[src/rtl/ccd_pkg.sv]
// Types and helpers shared by the consumer/producer pair on either side of
// the async FIFO.
package ccd_pkg;

  localparam int CNT_W = 16;

  typedef enum logic [1:0] {
    IDLE,
    READ,
    PAUSE
  } cons_state_t;

  function automatic logic [CNT_W-1:0] sat_inc(input logic [CNT_W-1:0] v);
    return (v == '1) ? v : v + CNT_W'(1);
  endfunction

endpackage

[src/rtl/seq_checker.sv]
// Compares captured words against an incrementing sequence and keeps the
// error count and the sticky error flag.
module seq_checker
  import ccd_pkg::*;
#(
  parameter int P_DATA_WIDTH = 8,
  parameter int P_SEED       = 0
) (
  input  logic                    clk,
  input  logic                    rst_n,
  input  logic                    clr,
  input  logic                    chk,
  input  logic [P_DATA_WIDTH-1:0] data,
  output logic [CNT_W-1:0]        err_cnt,
  output logic                    err
);

  localparam logic [P_DATA_WIDTH-1:0] SEED = P_DATA_WIDTH'(P_SEED);

  logic [P_DATA_WIDTH-1:0] expected;
  logic                    mismatch;

  assign mismatch = chk && (data != expected);

  // Expected always resyncs to the captured word, so a single dropped or
  // duplicated word costs exactly one error.
  always_ff @(posedge clk or negedge rst_n) begin
    if (!rst_n) begin
      expected <= SEED;
      err_cnt  <= '0;
      err      <= 1'b0;
    end else if (clr) begin
      expected <= SEED;
      err_cnt  <= '0;
      err      <= 1'b0;
    end else if (chk) begin
      expected <= data + P_DATA_WIDTH'(1);
      if (mismatch) begin
        err_cnt <= sat_inc(err_cnt);
        err     <= 1'b1;
      end
    end
  end

endmodule

[src/rtl/fifo_consumer.sv]
// Bursty reader on the async FIFO read port: P_BURST_LEN reads, then
// P_IDLE_CYCLES idle cycles, with captured words checked in sequence.
module fifo_consumer
  import ccd_pkg::*;
#(
  parameter int P_DATA_WIDTH  = 8,
  parameter int P_BURST_LEN   = 4,
  parameter int P_IDLE_CYCLES = 2,
  parameter int P_SEED        = 0
) (
  input  logic                    CON_CLK,
  input  logic                    RST_n,
  input  logic                    I_ENABLE,
  input  logic                    I_CLR,
  input  logic [P_DATA_WIDTH-1:0] I_DATA,
  input  logic                    I_EMPTY,
  output logic                    O_RD_EN,
  output logic [P_DATA_WIDTH-1:0] O_DATA,
  output logic                    O_DATA_VLD,
  output logic [CNT_W-1:0]        O_RD_CNT,
  output logic [CNT_W-1:0]        O_ERR_CNT,
  output logic                    O_ERR
);

  localparam int BW = (P_BURST_LEN < 2) ? 1 : $clog2(P_BURST_LEN);
  localparam int IW = (P_IDLE_CYCLES < 2) ? 1 : $clog2(P_IDLE_CYCLES + 1);
  localparam logic [BW-1:0] BURST_LAST = BW'(P_BURST_LEN - 1);
  localparam logic [IW-1:0] IDLE_LOAD  = IW'(P_IDLE_CYCLES);
  localparam logic [IW-1:0] IDLE_ONE   = IW'(1);

  cons_state_t   state, state_nxt;
  logic [BW-1:0] burst_cnt, burst_nxt;
  logic [IW-1:0] idle_cnt, idle_nxt;
  logic          rd_pend;

  assign O_RD_EN = (state == READ) && !I_EMPTY;

  always_ff @(posedge CON_CLK or negedge RST_n) begin
    if (!RST_n) begin
      state     <= IDLE;
      burst_cnt <= '0;
      idle_cnt  <= '0;
    end else begin
      state     <= state_nxt;
      burst_cnt <= burst_nxt;
      idle_cnt  <= idle_nxt;
    end
  end

  // A read issued in the same cycle enable drops still counts toward the burst.
  always_comb begin
    state_nxt = state;
    burst_nxt = burst_cnt;
    idle_nxt  = idle_cnt;
    case (state)
      IDLE: begin
        if (I_ENABLE) state_nxt = READ;
      end
      READ: begin
        if (O_RD_EN) begin
          if (burst_cnt == BURST_LAST) begin
            burst_nxt = '0;
            if (P_IDLE_CYCLES != 0) begin
              state_nxt = PAUSE;
              idle_nxt  = IDLE_LOAD;
            end
          end else begin
            burst_nxt = burst_cnt + BW'(1);
          end
        end
        if (!I_ENABLE) state_nxt = IDLE;
      end
      PAUSE: begin
        idle_nxt = idle_cnt - IW'(1);
        if (!I_ENABLE)                state_nxt = IDLE;
        else if (idle_cnt == IDLE_ONE) state_nxt = READ;
      end
      default: state_nxt = IDLE;
    endcase
  end

  always_ff @(posedge CON_CLK or negedge RST_n) begin
    if (!RST_n) begin
      rd_pend    <= 1'b0;
      O_DATA     <= '0;
      O_DATA_VLD <= 1'b0;
      O_RD_CNT   <= '0;
    end else begin
      rd_pend    <= O_RD_EN;
      O_DATA_VLD <= rd_pend;
      if (rd_pend) O_DATA <= I_DATA;
      if (I_CLR)        O_RD_CNT <= '0;
      else if (rd_pend) O_RD_CNT <= sat_inc(O_RD_CNT);
    end
  end

  seq_checker #(
    .P_DATA_WIDTH(P_DATA_WIDTH),
    .P_SEED      (P_SEED)
  ) u_chk (
    .clk    (CON_CLK),
    .rst_n  (RST_n),
    .clr    (I_CLR),
    .chk    (rd_pend),
    .data   (I_DATA),
    .err_cnt(O_ERR_CNT),
    .err    (O_ERR)
  );

endmodule

[config.mk]
export PLATFORM = sky130hd
export DESIGN_NAME = fifo_consumer
export DESIGN_NICKNAME = d
export VERILOG_FILES = /design/src/rtl/ccd_pkg.sv /design/src/rtl/seq_checker.sv /design/src/rtl/fifo_consumer.sv
export SDC_FILE = /design/constraint.sdc
export NUM_CORES = 1
export LEC_CHECK = 0
export ABC_AREA = 1
export CAP_MARGIN = 10
export CORE_ASPECT_RATIO = 0.7
export CORE_MARGIN = 4
export CORE_UTILIZATION = 45
export DETAILED_ROUTE_END_ITERATION = 12
export PLACE_DENSITY = 0.72
export SLEW_MARGIN = 20
export SYNTH_ARGS = -nofsm -noshare
export SYNTH_HDL_FRONTEND = slang
export SYNTH_SLANG_ARGS = --single-unit
[constraint.sdc]
create_clock -name CON_CLK -period 1.6 [get_ports CON_CLK]
set_input_delay 0.32 -clock CON_CLK [delete_from_list [all_inputs] [get_ports CON_CLK]]
set_output_delay 0.32 -clock CON_CLK [all_outputs]
set_load 0.01 [all_outputs]
==> reports/summary.txt, run 1 <==
Area leader, netlist = dfrtp_1
Max Transition Viols Final = 0
Worst hold path endpoint = O_DATA[0]$_DFFE_PN0P_
DP HPWL = 5958 um
Root buf cell = clkbuf_8
Min-Delay Path Depth = 3
All-Layer GR Usage = 20.82%
CP startpoint = O_RD_CNT[1]$_DFFE_PN0P_
Register area share after synthesis = 43.28%
Commonest cells in the netlist = nand2_1, nor2_1, dfrtp_1
Synth cell types = 32
Wire length of the first global-routing pass = 14320 um
Clock transition at path regs = 0.07 ns
Synth top area share = 43.28%
Multi-input gate area = 1767 sq um
Worst R2R End = O_RD_CNT[11]$_DFFE_PN0P_
RR Startpoint = O_RD_CNT[1]$_DFFE_PN0P_
Syn Std Cell Area = 3296 sq um
Syn Nets = 465
Initial Util = 47.46%
DR pass1 iterations = 5
Layout fillers = 605
Clock Skews = 0.007999 ns
Max_cap viols = 0
H-Tree Depth = 3
WHS = 0.3696 ns
Layout Nets = 574
Fin crit share = 100.8%
Clock latency on the worst-skew pair = 0.34 ns
CP Buf/Inv Count = 1
Layout cells sized above 1 = 20.18%
Dominant cells by area after synthesis = dfrtp_1, nand2_1, nand3_1, nor2_1, xor2_1
Crit. End Element = flop
Vias post-DR = 3319
FF-to-FF path depth = 9
Mapped Cells = 447
Count of final setup violators = 3
Final WS setup = -0.01232 ns
Ant diodes = 0
Most common cell on crit path = nand2_2
DRT antenna net count = 0
Slowest stage delay, CP = 0.36 ns
Most frequent cell after synthesis = nand2_1
Post-Route WL = 9022 um
Failing checks = setup timing
Die height = 79.60 um
Vias in the first global route = 3047
Async SR Flop Fraction = 100.0%
Final RePlAce weighted congestion = 0.8609
FF-to-FF setup slack = -0.01 ns
Max VDD drop = 0.9504 mV
Worst Hold Launch = I_DATA[0]
Pleak = 2.367 nW
Drt initial violations = 182
Worst Path Class, Setup = reg -> reg
Power density cells = 1004 nW/um^2
Worst slew pin tran = 0.6396 ns
CP max stage cell = dfrtp_1
Critical path cell sequence = ha_2, nand3_4, nor2_4, nand2_2, nor2_2, nand2_2, nand2_4, clkbuf_16, o21ai_0
I/O Buffers = 55
Data arrival, critical path = 1.83 ns
Placed cell count = 618
Post-Syn Area per Cell = 7.373 sq um
Ys Warns = 0
CTS buffer count = 9
Required time worst endpoint = 1.82 ns
DR vias/cell = 5.075
CP max FO = 6
Initial antenna violation count = 0
Finished Layout Cells = 654
Chip width = 110.3 um
Relative slew slack = 57.20%
Main synth FF type = dfrtp_1
Die area = 8779 sq um
# clock sinks = 57
Ports = 56
RSZ-0062 raised after global routing = yes
Largest net degree at the start of global routing = 42
Avg WL per Cell = 13.80 um
Worst path top cell family by delay = simple AND/OR/NAND/NOR gates
Area growth syn-to-layout = 41.23%
Fin. Hold Viols = 0
Worst hold path class = in -> reg
Status = finished, violations left
Remaining Overflow, GRT = 0
Area of the core = 6944 sq um
EDFF count, synth = 0
Post-layout min period = 1.612 ns
Startpoint types = flop
Register bit total from synthesis = 57
CTS max path bufs = 2
Storage cell area = 1441 sq um
FMAX = 620.2 MHz
Drc violations = 0
CTS tree = built
Row cnt = 25
## logic make-up (layout without fill, tap and decap cells)
kind of cell | after synthesis | after routing | synth area share [%]
and+or+nand+nor | 280 | 280 | 36.49
DFF | 57 | 57 | 43.28
buffers and inverters | 46 | 159 | 6.036
xor gates and xnor gates | 23 | 23 | 6.113
adders and majority gates | 5 | 5 | 1.898
AOI/OAI and AO/OA | 35 | 35 | 5.846
muxes | 1 | 1 | 0.3417
## layer usage
layer	vias to the layer above	GRT usage [%]	wire, um
met2	96	32.45	4180
met1	1558	28.70	4251
li1	1655	-	-
met4	0	4.182	97
met5	-	0	0
met3	10	6.386	491
## final cells by class
type	count	area share (%)
Clock buffer	13	3.629
Multi-Input combinational cell	344	37.96
Inverter	35	2.823
Clock inverter	2	0.2688
Tap cell	94	2.527
Sequential cell	57	30.97
Timing Repair Buffer	109	21.83
## worst reg2reg max path: stages, from the launching register on
cell	delay, ns
dfrtp_1	0.36
ha_2	0.22
nand3_4	0.08
nor2_4	0.16
nand2_2	0.08
nor2_2	0.10
nand2_2	0.08
nand2_4	0.16
clkbuf_16	0.17
o21ai_0	0.08
## registers in the layout, indices dropped and copies added (netlist names)
name and count:
rd_pend 1, O_RD_CNT 16, u_chk.err 1, state 2
O_DATA 8, burst_cnt 2, O_DATA_VLD 1, u_chk.expected 8
u_chk.err_cnt 16, idle_cnt 2
## metrics by stage
| stage | total power, W | instance area [sq um] | worst slack [ns] | utilization [%] | setup TNS [ns] |
|---|---|---|---|---|---|
| global placement | 0.003295 | 4169 | -0.2836 | 60.04 | -6.708 |
| floorplan | 0.002635 | 3301 | 0.009632 | - | 0 |
| CTS | 0.004599 | 4467 | 0.0006314 | 64.32 | 0 |
| finish | 0.004672 | 4654 | -0.01232 | 67.03 | -0.02022 |
| detailed placement | 0.003344 | 4169 | -0.3021 | 60.04 | -7.812 |
| global route | 0.004971 | 4654 | -0.1079 | 67.03 | -1.265 |
## worst max-delay path by stage
stage | endpoint | depth (start not counted)
final | O_RD_CNT[11]$_DFFE_PN0P_ | 9
after global routing | O_RD_CNT[0]$_DFFE_PN0P_ | 10
after CTS | O_RD_CNT[9]$_DFFE_PN0P_ | 10
after detailed placement | u_chk.err_cnt[10]$_DFFE_PN0P_ | 9
after global placement | u_chk.err_cnt[2]$_DFFE_PN0P_ | 9
after floorplan | u_chk.err_cnt[11]$_DFFE_PN0P_ | 9
## repair_timing
action,4_1_cts,5_1_grt
gates resized for setup,33,38
gates cloned,0,3
hold endpoints to repair,57,0
hold buffers,1,0
pin swaps,0,8
setup endpoints to repair,49,42
buffers inserted,15,2
## power by group
| group | internal (W) | switching [W] | leakage [nW] |
|---|---|---|---|
| combinational | 0.000726 | 0.000805 | 1.53 |
| clock | 0.000679 | 0.000587 | 0.0915 |
| sequential | 0.00171 | 0.000164 | 0.743 |
## layout by cell type (no fill, tap or decap), types with 8 or more instances in the layout
cell,n
dlygate4sd2_1,20
dfrtp_1,45
clkdlybuf4s50_1,23
nand3_1,46
nor2_1,58
nand2_1,138
xnor2_1,8
dlymetal6s2s_1,10
xor2_1,15
buf_4,47
dfrtp_2,12
inv_1,34
nand2_2,9
nand4_1,9
o21ai_0,16
clkbuf_8,12
No activity file was read; power rests on OpenSTA's default activity.
==> run 2: changes to the inputs <==
--- a/config.mk
+++ b/config.mk
@@ -11,6 +11,7 @@
 export CORE_MARGIN = 4
 export CORE_UTILIZATION = 45
 export DETAILED_ROUTE_END_ITERATION = 12
+export MAX_ROUTING_LAYER = met4
 export PLACE_DENSITY = 0.72
 export SLEW_MARGIN = 20
 export SYNTH_ARGS = -nofsm -noshare
==> constraint.sdc (replaced) <==
create_clock -name CON_CLK -period 1.35 [get_ports CON_CLK]
set_input_delay 0.27 -clock CON_CLK [delete_from_list [all_inputs] [get_ports CON_CLK]]
set_output_delay 0.27 -clock CON_CLK [all_outputs]
set_load 0.01 [all_outputs]
==> reports/summary.txt, run 2 (same netlist as run 1, synthesis figures left out) <==
Layout fillers = 532
CTS buffer count = 9
CTS tree = built
Clock transition at path regs = 0.07 ns
Worst hold path endpoint = O_DATA[1]$_DFFE_PN0P_
Wire length of the first global-routing pass = 16520 um
Commonest cells after routing, fill and taps aside = nand2_1, buf_4, dfrtp_1, nor2_1, inv_1
DP HPWL = 6793 um
Area of the core = 6944 sq um
CP max FO = 7
RSZ-0062 raised after global routing = yes
Most common cell after layout, fill and taps aside = nand2_1
Drt initial violations = 244
Setup_tns = -3.778 ns
DR pass1 iterations = 5
Clock Skews = 0.01253 ns
Crit. End Element = flop
Drc violations = 0
Final WS setup = -0.1525 ns
Clock latency on the worst-skew pair = 0.35 ns
Vias in the first global route = 3473
DR vias/cell = 5.209
Worst R2R End = O_RD_CNT[5]$_DFFE_PN0P_
Ant diodes = 0
Initial Util = 47.46%
Fin crit share = 111.3%
Post-Route WL = 10380 um
Vias post-DR = 3641
Min-Delay Path Depth = 3
Area growth syn-to-layout = 57.44%
Worst slew pin tran = 0.3837 ns
FMAX = 665.5 MHz
Final instance area = 5189 sq um
Remaining Overflow, GRT = 0
RR Startpoint = O_RD_CNT[0]$_DFFE_PN0P_
Max VDD drop = 1.093 mV
Power density cells = 1147 nW/um^2
Die area = 8779 sq um
Status = finished, violations left
Pre-CTS worst setup slack = -0.4364 ns
DRT antenna net count = 0
Avg WL per Cell = 14.85 um
Post-DP Area = 4544 sq um
Failing checks = setup timing
Post-layout min period = 1.503 ns
Pleak = 2.526 nW
Initial antenna violation count = 0
Required time worst endpoint = 1.63 ns
Root buf cell = clkbuf_8
# clock sinks = 57
Die height = 79.60 um
All-Layer GR Usage = 24.87%
I/O Buffers = 55
WHS = 0.2910 ns
Layout Nets = 618
H-Tree Depth = 3
Top Registers = O_RD_CNT (16), u_chk.err_cnt (16)
Final core utilization = 74.72%
Max_cap viols = 0
Relative slew slack = 74.39%
Fin. Hold Viols = 0
Layout cells sized above 1 = 34.38%
Count of final setup violators = 34
Worst Path Class, Setup = reg -> reg
Ports = 56
Startpoint types = flop
FF-to-FF setup slack = -0.15 ns
Row cnt = 25
Final RePlAce weighted congestion = 0.8466
Max Transition Viols Final = 0
FF-to-FF path depth = 10
Data arrival, critical path = 1.78 ns
Worst hold path class = in -> reg
CTS max path bufs = 2
Largest net degree at the start of global routing = 24
Chip width = 110.3 um
Worst Hold Launch = I_DATA[1]
## run 2: changes by cell type in the layout (fill, tap and decap cells not counted), moves of 6 or more
cell             before  now
nor2_2                3    9
buf_2                 1   10
clkdlybuf4s15_1       0    8
dlymetal6s2s_1       10    1
buf_6                 2   17
nor2_1               58   48
clkdlybuf4s50_1      23    7
nand3_1              46   27
dfrtp_1              45   54
dfrtp_2              12    3
buf_4                47   80
nand3_2               1   19
nand2_1             138  131
## run 2: report_power, final
part	internal, W	leakage (nW)	switching (W)
Sequential	0.00203	0.758	0.000209
Combinational	0.000989	1.67	0.00114
Clock	0.000869	0.0960	0.000713
## run 2: timing repair
action	in CTS	in global routing
setup buffers	15	7
cloned	1	1
endpoints found under the hold margin	11	0
setup endpoints to repair	80	57
hold buffers	1	0
pin swaps	30	22
resized for setup	137	72
## run 2: cell type report
type / count / area [sq um] / area share, %
Multi-Input combinational cell: 345 / 2002 / 38.58
Clock buffer: 15 / 186.4 / 3.593
Timing Repair Buffer: 152 / 1311 / 25.27
Sequential cell: 57 / 1430 / 27.56
Tap cell: 94 / 117.6 / 2.267
Clock inverter: 1 / 7.507 / 0.1447
Inverter: 35 / 133.9 / 2.580
## run 2: how the worst max path moves through the flow
| stage | start | depth (start not counted) | slack (ns) | end |
|---|---|---|---|---|
| floorplan | O_RD_CNT[1]$_DFFE_PN0P_ | 9 | -0.19 | O_RD_CNT[5]$_DFFE_PN0P_ |
| global placement | I_DATA[2] | 8 | -0.41 | u_chk.expected[7]$_DFFE_PN0P_ |
| detailed placement | I_DATA[2] | 8 | -0.44 | u_chk.expected[7]$_DFFE_PN0P_ |
| CTS | O_RD_CNT[0]$_DFFE_PN0P_ | 10 | -0.15 | O_RD_CNT[0]$_DFFE_PN0P_ |
| global route | O_RD_CNT[1]$_DFFE_PN0P_ | 10 | -0.25 | O_RD_CNT[15]$_DFFE_PN0P_ |
| finish | O_RD_CNT[0]$_DFFE_PN0P_ | 10 | -0.15 | O_RD_CNT[5]$_DFFE_PN0P_ |
## run 2: metrics by stage
| stage | power (W) | std cells |
|---|---|---|
| 2_1_floorplan | 0.003146 | 447 |
| 3_3_place_gp | 0.003992 | 662 |
| 3_5_place_dp | 0.004065 | 662 |
| 4_1_cts | 0.005689 | 694 |
| 5_1_grt | 0.006326 | 699 |
| 6_report | 0.005951 | 699 |
## run 2: layer usage
layer	share of wire, %	up-vias	global-route usage (%)
met5	0	-	-
met4	1.7	0	6.519
met3	7.1	24	7.357
met2	48	146	38.74
met1	43	1725	31.85
li1	-	1746	-
## run 2: critical path, cell delays in order (launching register included)
cell	delay, ns
dfrtp_2	0.40
ha_4	0.17
nand3_4	0.08
nor2_4	0.10
nand2_2	0.08
nor2_2	0.10
nand2_2	0.10
nand2_8	0.13
clkbuf_16	0.17
nand2_2	0.04
o21ai_1	0.06
==> run 3: changes to the inputs <==
--- a/config.mk
+++ b/config.mk
@@ -13,6 +13,7 @@
 export DETAILED_ROUTE_END_ITERATION = 12
 export MAX_ROUTING_LAYER = met4
 export PLACE_DENSITY = 0.72
+export RECOVER_POWER = 25
 export SLEW_MARGIN = 20
 export SYNTH_ARGS = -nofsm -noshare
 export SYNTH_HDL_FRONTEND = slang
==> reports/summary.txt, run 3 (same netlist as run 1, synthesis figures left out) <==
Clock power share = 26.7%
Crit. End Element = flop
Worst slew pin tran = 0.7245 ns
Clock transition at path regs = 0.07 ns
RSZ-0062 raised after global routing = yes
H-Tree Depth = 3
Startpoint types = flop
Total power = 0.005936 W
Remaining Overflow, GRT = 0
Fin crit share = 111.5%
Fin. Hold Viols = 0
Pleak = 2.513 nW
CTS max path bufs = 2
DRT antenna net count = 0
Final WS setup = -0.1553 ns
CP max stage cell = dfrtp_2
Clock latency on the worst-skew pair = 0.35 ns
Drt initial violations = 251
Status = finished, violations left
I/O Buffers = 55
Required time worst endpoint = 1.63 ns
Worst hold path class = in -> reg
Layout fillers = 539
Max Transition Viols Final = 0
Vias in the first global route = 3473
Post-layout min period = 1.505 ns
Ant diodes = 0
Commonest cells after routing, fill and taps aside = nand2_1, buf_4, dfrtp_1, nor2_1, inv_1
Layout cells sized above 1 = 34.05%
Max VDD drop = 1.088 mV
Worst path top cell family by delay = simple AND/OR/NAND/NOR gates
Worst R2R End = O_RD_CNT[5]$_DFFE_PN0P_
Area growth syn-to-layout = 56.76%
FF-to-FF path depth = 10
Critical Path Sink = O_RD_CNT[5]$_DFFE_PN0P_
Vias post-DR = 3648
FMAX = 664.3 MHz
Combinational share of power = 35.7%
Power density cells = 1149 nW/um^2
Final RePlAce weighted congestion = 0.8466
Failing checks = setup timing
Layout Nets = 618
Sequential share of power = 37.7%
CTS buffer count = 9
Row cnt = 25
Drc violations = 0
CP max FO = 7
Initial Util = 47.46%
Ports = 56
Slowest stage delay, CP = 0.40 ns
Chip width = 110.3 um
P_int = 0.003870 W
Most common cell after layout, fill and taps aside = nand2_1
Psw = 0.002066 W
Top Registers = O_RD_CNT (16), u_chk.err_cnt (16)
Clock Skews = 0.01159 ns
Largest net degree at the start of global routing = 24
FF-to-FF setup slack = -0.16 ns
Post-DP Area = 4544 sq um
DP HPWL = 6793 um
Switching Share = 34.80%
Critical path cell sequence = ha_4, nand3_4, nor2_4, nand2_2, nor2_2, nand2_2, nand2_8, clkbuf_16, nand2_2, o21ai_1
Initial antenna violation count = 0
# clock sinks = 57
All-Layer GR Usage = 24.87%
Post-Route WL = 10380 um
Area of the core = 6944 sq um
DR pass1 iterations = 5
Final instance area = 5166 sq um
Count of final setup violators = 34
Most common cell on crit path = nand2_2
Wire length of the first global-routing pass = 16520 um
Max_cap viols = 0
Data arrival, critical path = 1.78 ns
CTS tree = built
DR vias/cell = 5.219
RR Startpoint = O_RD_CNT[0]$_DFFE_PN0P_
CP Buf/Inv Count = 1
Root buf cell = clkbuf_8
Avg WL per Cell = 14.84 um
CP startpoint = O_RD_CNT[0]$_DFFE_PN0P_
Relative slew slack = 51.70%
Cell depth of the worst setup path = 10
Die area = 8779 sq um
Die height = 79.60 um
Worst Path Class, Setup = reg -> reg
## run 3: routing by layer
metal | vias up | wire [um] | GRT usage [%]
met5 | - | 0 | -
met4 | 0 | 176 | 6.519
met3 | 24 | 764 | 7.357
met2 | 146 | 4966 | 38.74
met1 | 1732 | 4467 | 31.85
li1 | 1746 | - | -
## run 3: power groups by stage
stage	logic, W	registers [W]	clock network [W]
finish	0.00212	0.00224	0.00158
global route	0.00233	0.00228	0.00171
CTS	0.00189	0.00222	0.00158
detailed placement	0.00183	0.00224	0
global placement	0.00177	0.00222	0
floorplan	0.000813	0.00233	0
## run 3: layout make-up
class                           instances  area [sq um]  area share, %
Inverter                               35         133.9          2.591
Clock buffer                           15         186.4          3.609
Tap cell                               94         117.6          2.277
Clock inverter                          1         7.507         0.1453
Sequential cell                        57          1430          27.68
Timing Repair Buffer                  152          1289          24.95
Multi-Input combinational cell        345          2002          38.75
## run 3: worst min-delay path by stage
stage	from	endpoint	slack, ns	cells past startpoint
after global placement	RST_n	O_DATA[0]$_DFFE_PN0P_	0.19	1
after detailed placement	RST_n	O_DATA[2]$_DFFE_PN0P_	0.19	1
after global routing	I_DATA[1]	O_DATA[1]$_DFFE_PN0P_	0.29	3
after CTS	RST_n	O_DATA[2]$_DFFE_PN0P_	0.37	2
after floorplan	RST_n	O_DATA[0]$_DFFE_PN0P_	-0.03	0
final	I_DATA[1]	O_DATA[1]$_DFFE_PN0P_	0.29	3
## run 3: stage by stage
| stage | setup TNS, ns | util (%) | cells | hold slack [ns] | worst slack (ns) |
|---|---|---|---|---|---|
| global placement | -13.92 | 65.44 | 662 | 0.1922 | -0.4117 |
| CTS | -3.419 | 70.94 | 694 | 0.3676 | -0.1533 |
| floorplan | -4.336 | - | 447 | -0.02559 | -0.1926 |
| detailed placement | -15.04 | 65.44 | 662 | 0.1937 | -0.4364 |
| global route | -7.119 | 74.40 | 699 | 0.2865 | -0.2482 |
| finish | -3.908 | 74.40 | 699 | 0.2868 | -0.1553 |
## run 3: worst reg2reg max path: cells and delay by family (launching register included)
kind | cells | cell delay (ns)
adders and majority gates | 1 | 0.17
DFF | 1 | 0.40
and+or+nand+nor | 7 | 0.63
buffers and inverters | 1 | 0.17
AOI/OAI and AO/OA | 1 | 0.06
## run 3: repair_timing
item | in CTS | in global routing
hold buffers | 1 | 0
setup buffers | 15 | 7
endpoints found under the hold margin | 11 | 0
endpoints found under the setup margin | 80 | 57
gates resized for setup | 137 | 72
pin swaps | 30 | 22
gates cloned | 1 | 1
==> edit (flow settings as in run 1) <==
Reset style: synchronous (`RST_n` and `rst_n`), changed in 3 clocked blocks. Comments in the files are not updated.
--- a/src/rtl/seq_checker.sv
+++ b/src/rtl/seq_checker.sv
@@ -26,3 +26,3 @@
   // duplicated word costs exactly one error.
-  always_ff @(posedge clk or negedge rst_n) begin
+  always_ff @(posedge clk) begin
     if (!rst_n) begin
--- a/src/rtl/fifo_consumer.sv
+++ b/src/rtl/fifo_consumer.sv
@@ -37,3 +37,3 @@
 
-  always_ff @(posedge CON_CLK or negedge RST_n) begin
+  always_ff @(posedge CON_CLK) begin
     if (!RST_n) begin
@@ -81,3 +81,3 @@
 
-  always_ff @(posedge CON_CLK or negedge RST_n) begin
+  always_ff @(posedge CON_CLK) begin
     if (!RST_n) begin
Formal check against the unedited RTL: differs if RST_n is asserted again (counterexample within 4 cycles, from zero or initial values and one cycle with RST_n low); with RST_n held inactive, the same outputs for 10 cycles.
==> edit against run 1 <==
Setup slack better by 0.071 ns; maximum frequency is 4.6% higher; via count is 5.3% higher; final area is 1.5% lower; sequential share of layout area is 5.7 points lower; routed wire length is 0.83% higher; sequential cell count stayed put; final cell count is 3.5% higher; utilization is 0.24 points higher; worst hold slack better by 0.085 ns; synthesized area is 3.5% lower; count of clock-buffer cells in the layout is 2 lower.
Power is not compared: it rests on default switching activity, and its combinational part moved more than twofold at a synthesized area within 25%.
==> edit: results (changes against run 1) <==
Syn Inst Count 465 (+4.0%); pre-CTS setup slack -0.360 ns (-0.0578 ns); worst hold start u_chk.err; post-placement cell count 653 (+5.7%); Top Family by Delay on Critical Path buffers and inverters; GP Congestion 0.916 (+6.4%); Layout Skew 0.00770 ns (-0.000300 ns); endpoint arrival time on the critical path 1.22 ns (-0.61 ns); xor/xnor share of the synthesized area 0.0441 (-0.0171); Final HPWL DP 6240 um (+4.7%); CP max FO 2 (-4); Post-Synth Adder-Cell Area 0.0197 (+0.000687); pin count of the biggest net entering global routing 20 (-52%); worst hold slack 0.454 ns (+0.0845 ns); Primary FF master, synth dfxtp_1; gr usage total 0.216 (+0.00822); Min-Delay Endpoint u_chk.err; GR Util met3 0.0723 (+0.00844); Final nets 596 (+3.8%); DRT met1 WL 4160 um (-2.1%); fraction of registers with async set/reset 0 (-1.00); Post-CTS Setup Bufs 0 (-15); post-CTS sizing 48 (+45%); R2R setup slack 0.06 ns (+0.07 ns); compound-cell area share of the yosys netlist 0.116 (+0.0580); Unique masters post-synth 35 (+9.4%); Vias 3494 (+5.3%); worst stage delay on the critical path 0.55 ns (+0.19 ns); Slew @ Worst Pin 0.341 ns (-0.298 ns); mux cell area share after synthesis 0 (-0.00342); Reg2Reg Capture Point O_RD_CNT[6]; synth top area cells dfxtp_1 36%, nand2_1 14%, nor2_1 7.3%; met1 usage 0.280 (-0.00667); top cells by count, synth 118 x nand2_1, 62 x nor2_1, 57 x dfxtp_1, 47 x inv_1, 31 x a21oi_1; status completed; Synth Net Count 483 (+3.9%); first-pass GRT wire length 14800 um (+3.6%); share of layout cells above drive strength 1 0.238 (+0.0366)
-- edit: how the worst max path moves through the flow --
stage	startpoint	endpoint	slack (ns)	cells after the start
floorplan	O_RD_CNT[0]	O_RD_CNT[9]	0.04	10
global placement	I_EMPTY	O_RD_EN	-0.35	4
detailed placement	I_EMPTY	O_RD_EN	-0.36	4
CTS	u_chk.err_cnt[7]	O_ERR_CNT[7]	0.006	1
global route	u_chk.err_cnt[0]	u_chk.err_cnt[10]	-0.09	11
finish	O_DATA[3]	O_DATA[3]	0.06	1
-- edit: cell type report --
cell class              instances  area [um^2]
clock inverters                 5          125
inverters                      52          195
clock buffers                  11          151
multi-input cells             344         1840
flip-flops and latches         57         1160
well taps                      94          118
fillers                       617         2230
repair buffers                114         1000
-- edit: power breakdown --
part	switching, mW	leakage (nW)	internal (mW)
sequential	0.0390	0.469	1.49
clock	0.582	0.140	1.27
combinational	0.326	1.41	0.273
